$ cat src/rtl/lfsr_seq_ctrl.sv
// Command sequencer around a 4-bit feedback shift counter: LOAD / STEP / SEEK / RESEED.
// Optional all-zero abort when LFSR_LOCKUP_DET_EN is defined.
module lfsr_seq_ctrl #(
  parameter int               WIDTH = 4,
  parameter logic [WIDTH-1:0] TAPS  = 4'b0011,
  parameter logic [WIDTH-1:0] SEED  = 4'b1001,
  parameter int               CNT_W = 8
) (
  input  logic             clk,
  input  logic             rst,
  input  logic             cmd_valid,
  output logic             cmd_ready,
  input  logic [1:0]       cmd_op,
  input  logic [WIDTH-1:0] cmd_arg,
  input  logic [CNT_W-1:0] cmd_cnt,
  output logic [WIDTH-1:0] q,
  output logic [WIDTH-1:0] q_n,
  output logic             busy,
  output logic             done,
  output logic [CNT_W-1:0] cycles,
  output logic             timeout,
  output logic             lockup
);

  typedef enum logic [2:0] {IDLE, LOAD, STEP, SEEK, DONE} state_t;

  state_t           state;
  logic [WIDTH-1:0] arg;
  logic [CNT_W-1:0] cnt;
  logic             reseed;
  logic             lock_hit;
  logic [WIDTH-1:0] q_adv;

  assign q_adv = {^(q & TAPS), q[WIDTH-1:1]};

`ifdef LFSR_LOCKUP_DET_EN
  assign lock_hit = (q == '0);
`else
  // Without detection all-zero is simply a fixed point of the step rule.
  assign lock_hit = 1'b0;
`endif

  always_ff @(posedge clk) begin
    if (rst) begin
      state     <= IDLE;
      q         <= SEED;
      q_n       <= ~SEED;
      arg       <= '0;
      cnt       <= '0;
      reseed    <= 1'b0;
      cmd_ready <= 1'b1;
      busy      <= 1'b0;
      done      <= 1'b0;
      cycles    <= '0;
      timeout   <= 1'b0;
      lockup    <= 1'b0;
    end else begin
      case (state)
        IDLE: if (cmd_valid) begin
          arg       <= cmd_arg;
          cnt       <= cmd_cnt;
          cycles    <= '0;
          timeout   <= 1'b0;
          lockup    <= 1'b0;
          cmd_ready <= 1'b0;
          busy      <= 1'b1;
          case (cmd_op)
            2'b00: begin state <= LOAD; reseed <= 1'b0; end
            2'b11: begin state <= LOAD; reseed <= 1'b1; end
            2'b01: begin
              if (cmd_cnt == '0) begin
                state <= DONE;
                done  <= 1'b1;
              end else begin
                state <= STEP;
              end
            end
            default: state <= SEEK;
          endcase
        end
        LOAD: begin
          q     <= reseed ? SEED : arg;
          q_n   <= reseed ? ~SEED : ~arg;
          state <= DONE;
          done  <= 1'b1;
        end
        STEP: begin
          if (lock_hit) begin
            q      <= SEED;
            q_n    <= ~SEED;
            lockup <= 1'b1;
            state  <= DONE;
            done   <= 1'b1;
          end else begin
            q      <= q_adv;
            q_n    <= ~q_adv;
            cycles <= cycles + 1'b1;
            if (cycles + 1'b1 == cnt) begin
              state <= DONE;
              done  <= 1'b1;
            end
          end
        end
        SEEK: begin
          // Compare before advancing so a match at accept costs zero steps.
          if (lock_hit) begin
            q      <= SEED;
            q_n    <= ~SEED;
            lockup <= 1'b1;
            state  <= DONE;
            done   <= 1'b1;
          end else if (q == arg) begin
            state <= DONE;
            done  <= 1'b1;
          end else if (cycles == cnt) begin
            timeout <= 1'b1;
            state   <= DONE;
            done    <= 1'b1;
          end else begin
            q      <= q_adv;
            q_n    <= ~q_adv;
            cycles <= cycles + 1'b1;
          end
        end
        DONE: begin
          state     <= IDLE;
          done      <= 1'b0;
          busy      <= 1'b0;
          cmd_ready <= 1'b1;
        end
        default: state <= IDLE;
      endcase
    end
  end

endmodule

$ cat config.mk
export PLATFORM = sky130hd
export DESIGN_NAME = lfsr_seq_ctrl
export DESIGN_NICKNAME = d
export VERILOG_FILES = /design/src/rtl/lfsr_seq_ctrl.sv
export SDC_FILE = /design/constraint.sdc
export NUM_CORES = 1
export LEC_CHECK = 0
export BUFFER_PORTS_ARGS = -buffer_cell sky130_fd_sc_hd__buf_2
export CAP_MARGIN = 10
export CORE_MARGIN = 2
export CORE_UTILIZATION = 35
export CTS_CLUSTER_SIZE = 20
export DETAILED_ROUTE_END_ITERATION = 8
export MAX_ROUTING_LAYER = met4
export PLACE_DENSITY = 0.63
export SYNTH_ARGS = -nofsm -noshare
export SYNTH_HDL_FRONTEND = slang
export SYNTH_SLANG_ARGS = --single-unit
$ cat constraint.sdc
create_clock -name clk -period 2.05 [get_ports clk]
set_input_delay 0.615 -clock clk [delete_from_list [all_inputs] [get_ports clk]]
set_output_delay 0.615 -clock clk [all_outputs]
set_load 0.005 [all_outputs]
Yosys cells after proc, flatten, opt, wreduce, memory -nomap -nowiden
Cells that the tools add are included.

$add $sub $neg: 1. Eq/ne operators: 17. Muxes and demuxes: 33. Bitwise gates (word level): 2. Reduce and logical (&&, ||, !) cells: 19.

Operator list (count): $mux W4 (6); $mux W8 (3); $pmux W4 S3 (2); $pmux W8 S3 (1); $eq A8 B8 Y1 (2); $mux W3 (5); $ne A2 B2 Y1 const B (6); $pmux W3 S4 (1); $mux W1 (9); $reduce_and A3 Y1 (3); $add A8 B1 Y8 const B (1); $logic_not A8 Y1 (1); $not A4 Y4 (2); $pmux W1 S2 (4); $reduce_and A4 Y1 (2); $eq A3 B2 Y1 const B (2); $pmux W3 S2 (1); $reduce_and A6 Y1 (1); $reduce_bool A2 Y1 (3); $reduce_bool A3 Y1 (2); $pmux W1 S5 (1); $reduce_bool A5 Y1 (1); $eq A4 B4 Y1 (1); $reduce_and A2 Y1 (2); 10 further kinds (10).

Register bits: 36. Output and inout port bits: 21. Word-level logic and storage cells: 83.

Longest topological paths before layout
Depth after elaboration: 5. Depth in mapped cells: 8. Depth with buffers taken out: 6.

Least setup slack after synthesis
OpenSTA, ideal clock, no wires.

Path type: reg2reg. From: register cycles[0]. To: register q[1]. Data arrival time: 1.780 ns. Data required time: 1.935 ns. Path slack: 0.155 ns. Cell stages (with the launch flop): 8. Path buffers: 2. Period minus slack after synthesis: 1.895 ns. Cells stage by stage: dfxtp_1 -> xnor2_2 -> nand4_2 -> or4_4 -> buf_6 -> and2_4 -> buf_6 -> o21a_1.

Cells in the longest elaborated chain, start to end: 3.

Ends and longest elaborated chain: start: declaration (line 20) `output logic [CNT_W-1:0] cycles,`; start signal: assignment (line 97) `cycles <= cycles + 1'b1;`; start signal: assignment (line 122) `cycles <= cycles + 1'b1;`; $eq A8 B8 Y1 (line 115) `end else if (cycles == cnt) begin`; $ne A2 B2 Y1 (no source line); $reduce_and A3 Y1 (no source line); end signal: assignment (line 82) `q <= reseed ? SEED : arg;`; end signal: assignment (line 95) `q <= q_adv;`; end signal: assignment (line 120) `q <= q_adv;`; end: declaration (line 16) `output logic [WIDTH-1:0] q,`.

No other way between the ends. A chain may end at the register's enable or synchronous reset.

Final worst setup path
From: register cycles[4]. To: register q[2].

Same word-level chain as after synthesis.

==> results.json <==
{
  "syn_to_final_growth_pct": 21.51,
  "skew_ns": 0.004501,
  "synth-adder-area-share_pct": 1.956,
  "coreArea_um2": 5205,
  "grt_pass1_wl_um": 8038,
  "setup-tns-final_ns": 0,
  "timing.slew.headroom_pct": 63.15,
  "yosysTopAreaCell": "dfxtp_1",
  "clkPwrFrac_pct": 20.5,
  "synth_top_flop_cell": "dfxtp_1",
  "postCtsSetupRepairBufs": 0,
  "yosys_warnings": 0,
  "cts_buffer_depth": 2,
  "n_fill_cell": 553,
  "h-tree-depth": 2,
  "p_leak_nw": 0.9420,
  "switchingPower_mw": 1.232,
  "synth_top_area_share_pct": 37.55,
  "antenna_found_initial": 0,
  "rsz0062_at_grt": "no",
  "hold_class": "register to register",
  "synth.most_common_cell": "nand2_1",
  "yosys.area_share.simple_pct": 24.71,
  "total_power_mw": 3.114,
  "grt_max_degree": 31,
  "synth_xor_area_share_pct": 8.409,
  "start_kind": "register",
  "ant_nets": 0,
  "arrival_ns": 2.15,
  "rows": 26,
  "r2r_cells": 5,
  "yosys-top-cells-area": "dfxtp_1, nand2_1, a21oi_1",
  "synth_common_cells": "nand2_1, dfxtp_1, a21oi_1, nand3_1, xnor2_1",
  "viasPerCell": 5.205,
  "design.die.area_um2": 6092,
  "synth_edf_count": 0,
  "design_area_um2": 2332,
  "met1_usage_pct": 21.55,
  "cts_hold_buffers": 0,
  "grt_pass1_vias": 1671,
  "syn_nets": 255,
  "grtUsageTotal_pct": 17.05,
  "wl_per_cell_um": 13.82,
  "worstSetupPathType": "register to register",
  "min_delay_path_depth": 2,
  "drive_gt1_share_pct": 23.40,
  "failed_checks": "design-rule violations",
  "tritoncts": "yes",
  "max_slew.worst_pin.slew_ns": 0.5528,
  "netlist_area_um2": 1919,
  "cts_root_buffer": "clkbuf_8",
  "vias": 1832,
  "fmaxAchievable_mhz": 513.8,
  "globalplace.congestion": 0.9056,
  "endpoint_kind": "register",
  "cts_made_buffers": 5,
  "p_per_area_nw_per_um2": 1335,
  "synth_compound_area_share_pct": 19.88,
  "met2_usage_pct": 27.07,
  "drt_pre_antenna_iters": 6,
  "top_usage_layer": "met2",
  "post-route-min-period_ns": 1.946,
  "p_int_mw": 1.882,
  "clkTransAtPathRegs_ns": 0.08,
  "period_share_pct": 94.94,
  "place_hpwl_um": 3616,
  "drc": 1,
  "grt_overflow": 0,
  "place_area_um2": 2216,
  "cts.sinks": 36,
  "switching_share_pct": 39.57,
  "antenna_cells": 0,
  "dpl_worst_slack_ns": 0.1284,
  "hold_violations": 0,
  "path_max_fanout": 10,
  "use_met3_pct": 4.368,
  "crit_required_ns": 2.25,
  "synth.ff_latch_count": 36,
  "drt-total-wl_um": 4864,
  "fin_ws_ns": 0.1038,
  "drv_slew": 0,
  "synthMuxAreaShare_pct": 1.565,
  "die_h_um": 78.05,
  "synthCells": 235,
  "avgSynthCellArea_um2": 8.167,
  "peakVddDrop_mv": 0.6878,
  "seq_area_frac_synth_pct": 37.55,
  "status": "finished, violations left",
  "nets": 301,
  "ios": 38,
  "initial_core_util_pct": 36.88,
  "drt_iter0_drc": 141,
  "max_cap_viol_count": 0,
  "portBuffers": 36,
  "p_comb_share_pct": 45.2,
  "synthDistinctLibCells": 46,
  "seqPwrFrac_pct": 34.3,
  "synth_top_family_by_area": "simple AND/OR/NAND/NOR gates",
  "setup_violations": 0,
  "ys_async_sr_fraction_pct": 0,
  "die_width_um": 78.05,
  "hold_ws_ns": 0.4427,
  "clkLatencyLatePin_ns": 0.30
}
-- worst max-delay path: stages, from the launching register on --
cell and delay, ns:
dfxtp_1 0.50, xnor2_2 0.20, nand4_2 0.17, or4_4 0.60, and2_4 0.20, o21a_1 0.16
-- metal layers --
| metal | vias to the layer above | routed length [um] |
|---|---|---|
| met4 | 0 | 74 |
| li1 | 926 | - |
| met5 | - | 0 |
| met2 | 65 | 2296 |
| met1 | 834 | 2172 |
| met3 | 7 | 321 |
-- stage by stage --
stage,utilization [%],std cells
5_1_grt,44.81,352
6_report,44.81,352
3_3_place_gp,42.57,344
2_1_floorplan,-,235
4_1_cts,44.71,352
3_5_place_dp,42.57,344
-- kinds of logic (layout without fill, tap and decap cells) --
logic type	count (synthesis)	in the layout
simple gates	95	95
compound gates	62	62
flops	36	36
buf+inv	20	67
xor+xnor	15	15
fa+ha+maj	3	3
mux	3	3
other cells	1	1
-- power groups by stage --
| stage | registers [mW] | clock network, mW | logic, mW |
|---|---|---|---|
| finish | 1.07 | 0.637 | 1.41 |
| global route | 1.10 | 0.673 | 1.56 |
| CTS | 1.07 | 0.641 | 1.41 |
| detailed placement | 1.09 | 0 | 1.39 |
| global placement | 1.08 | 0 | 1.38 |
| floorplan | 1.09 | 0 | 0.914 |
-- cell usage in the layout (no fill, tap or decap), types with 3 or more instances in the layout --
cell type,n
buf_4,14
xnor2_2,4
nor2_1,5
nand2_1,44
mux2i_1,3
buf_2,36
clkbuf_8,5
or3_1,3
o21a_1,6
nand2b_1,5
o21ai_1,4
dfxtp_1,36
ha_1,3
nor4_1,3
a21oi_1,25
a31oi_1,8
xnor2_1,10
nand3_1,12
nor3_1,6
o21ai_0,4
inv_1,9
o211ai_1,4
-- registers in the layout (all words and copies together), names as in the netlist --
name,cells
cmd_ready,1
cnt,8
reseed,1
q_n,4
state,3
busy,1
cycles,8
arg,4
q,4
done,1
timeout,1
-- area by class of cell --
class	instances	area (um^2)	area share, %
Tap cell	70	87.58	3.755
Inverter	9	33.78	1.448
Clock buffer	5	68.82	2.951
Sequential cell	36	720.7	30.90
Clock inverter	3	42.54	1.824
Multi-Input combinational cell	179	1094	46.89
Timing Repair Buffer	50	285.3	12.23
-- final timing paths --
kind / from / end / slack [ns]
worst max register to register: cycles[4] / q[2] / 0.10
worst min register to register: cmd_ready / cmd_ready / 0.44
worst max-delay path: cycles[4] / q[2] / 0.10
worst min-delay path: cmd_ready / cmd_ready / 0.44
-- timing repair --
action                     4_1_cts  5_1_grt
setup endpoints to repair        0        1
resized for setup                0        1
hold endpoints to repair         0        0
(Power assumes the default switching activity.)
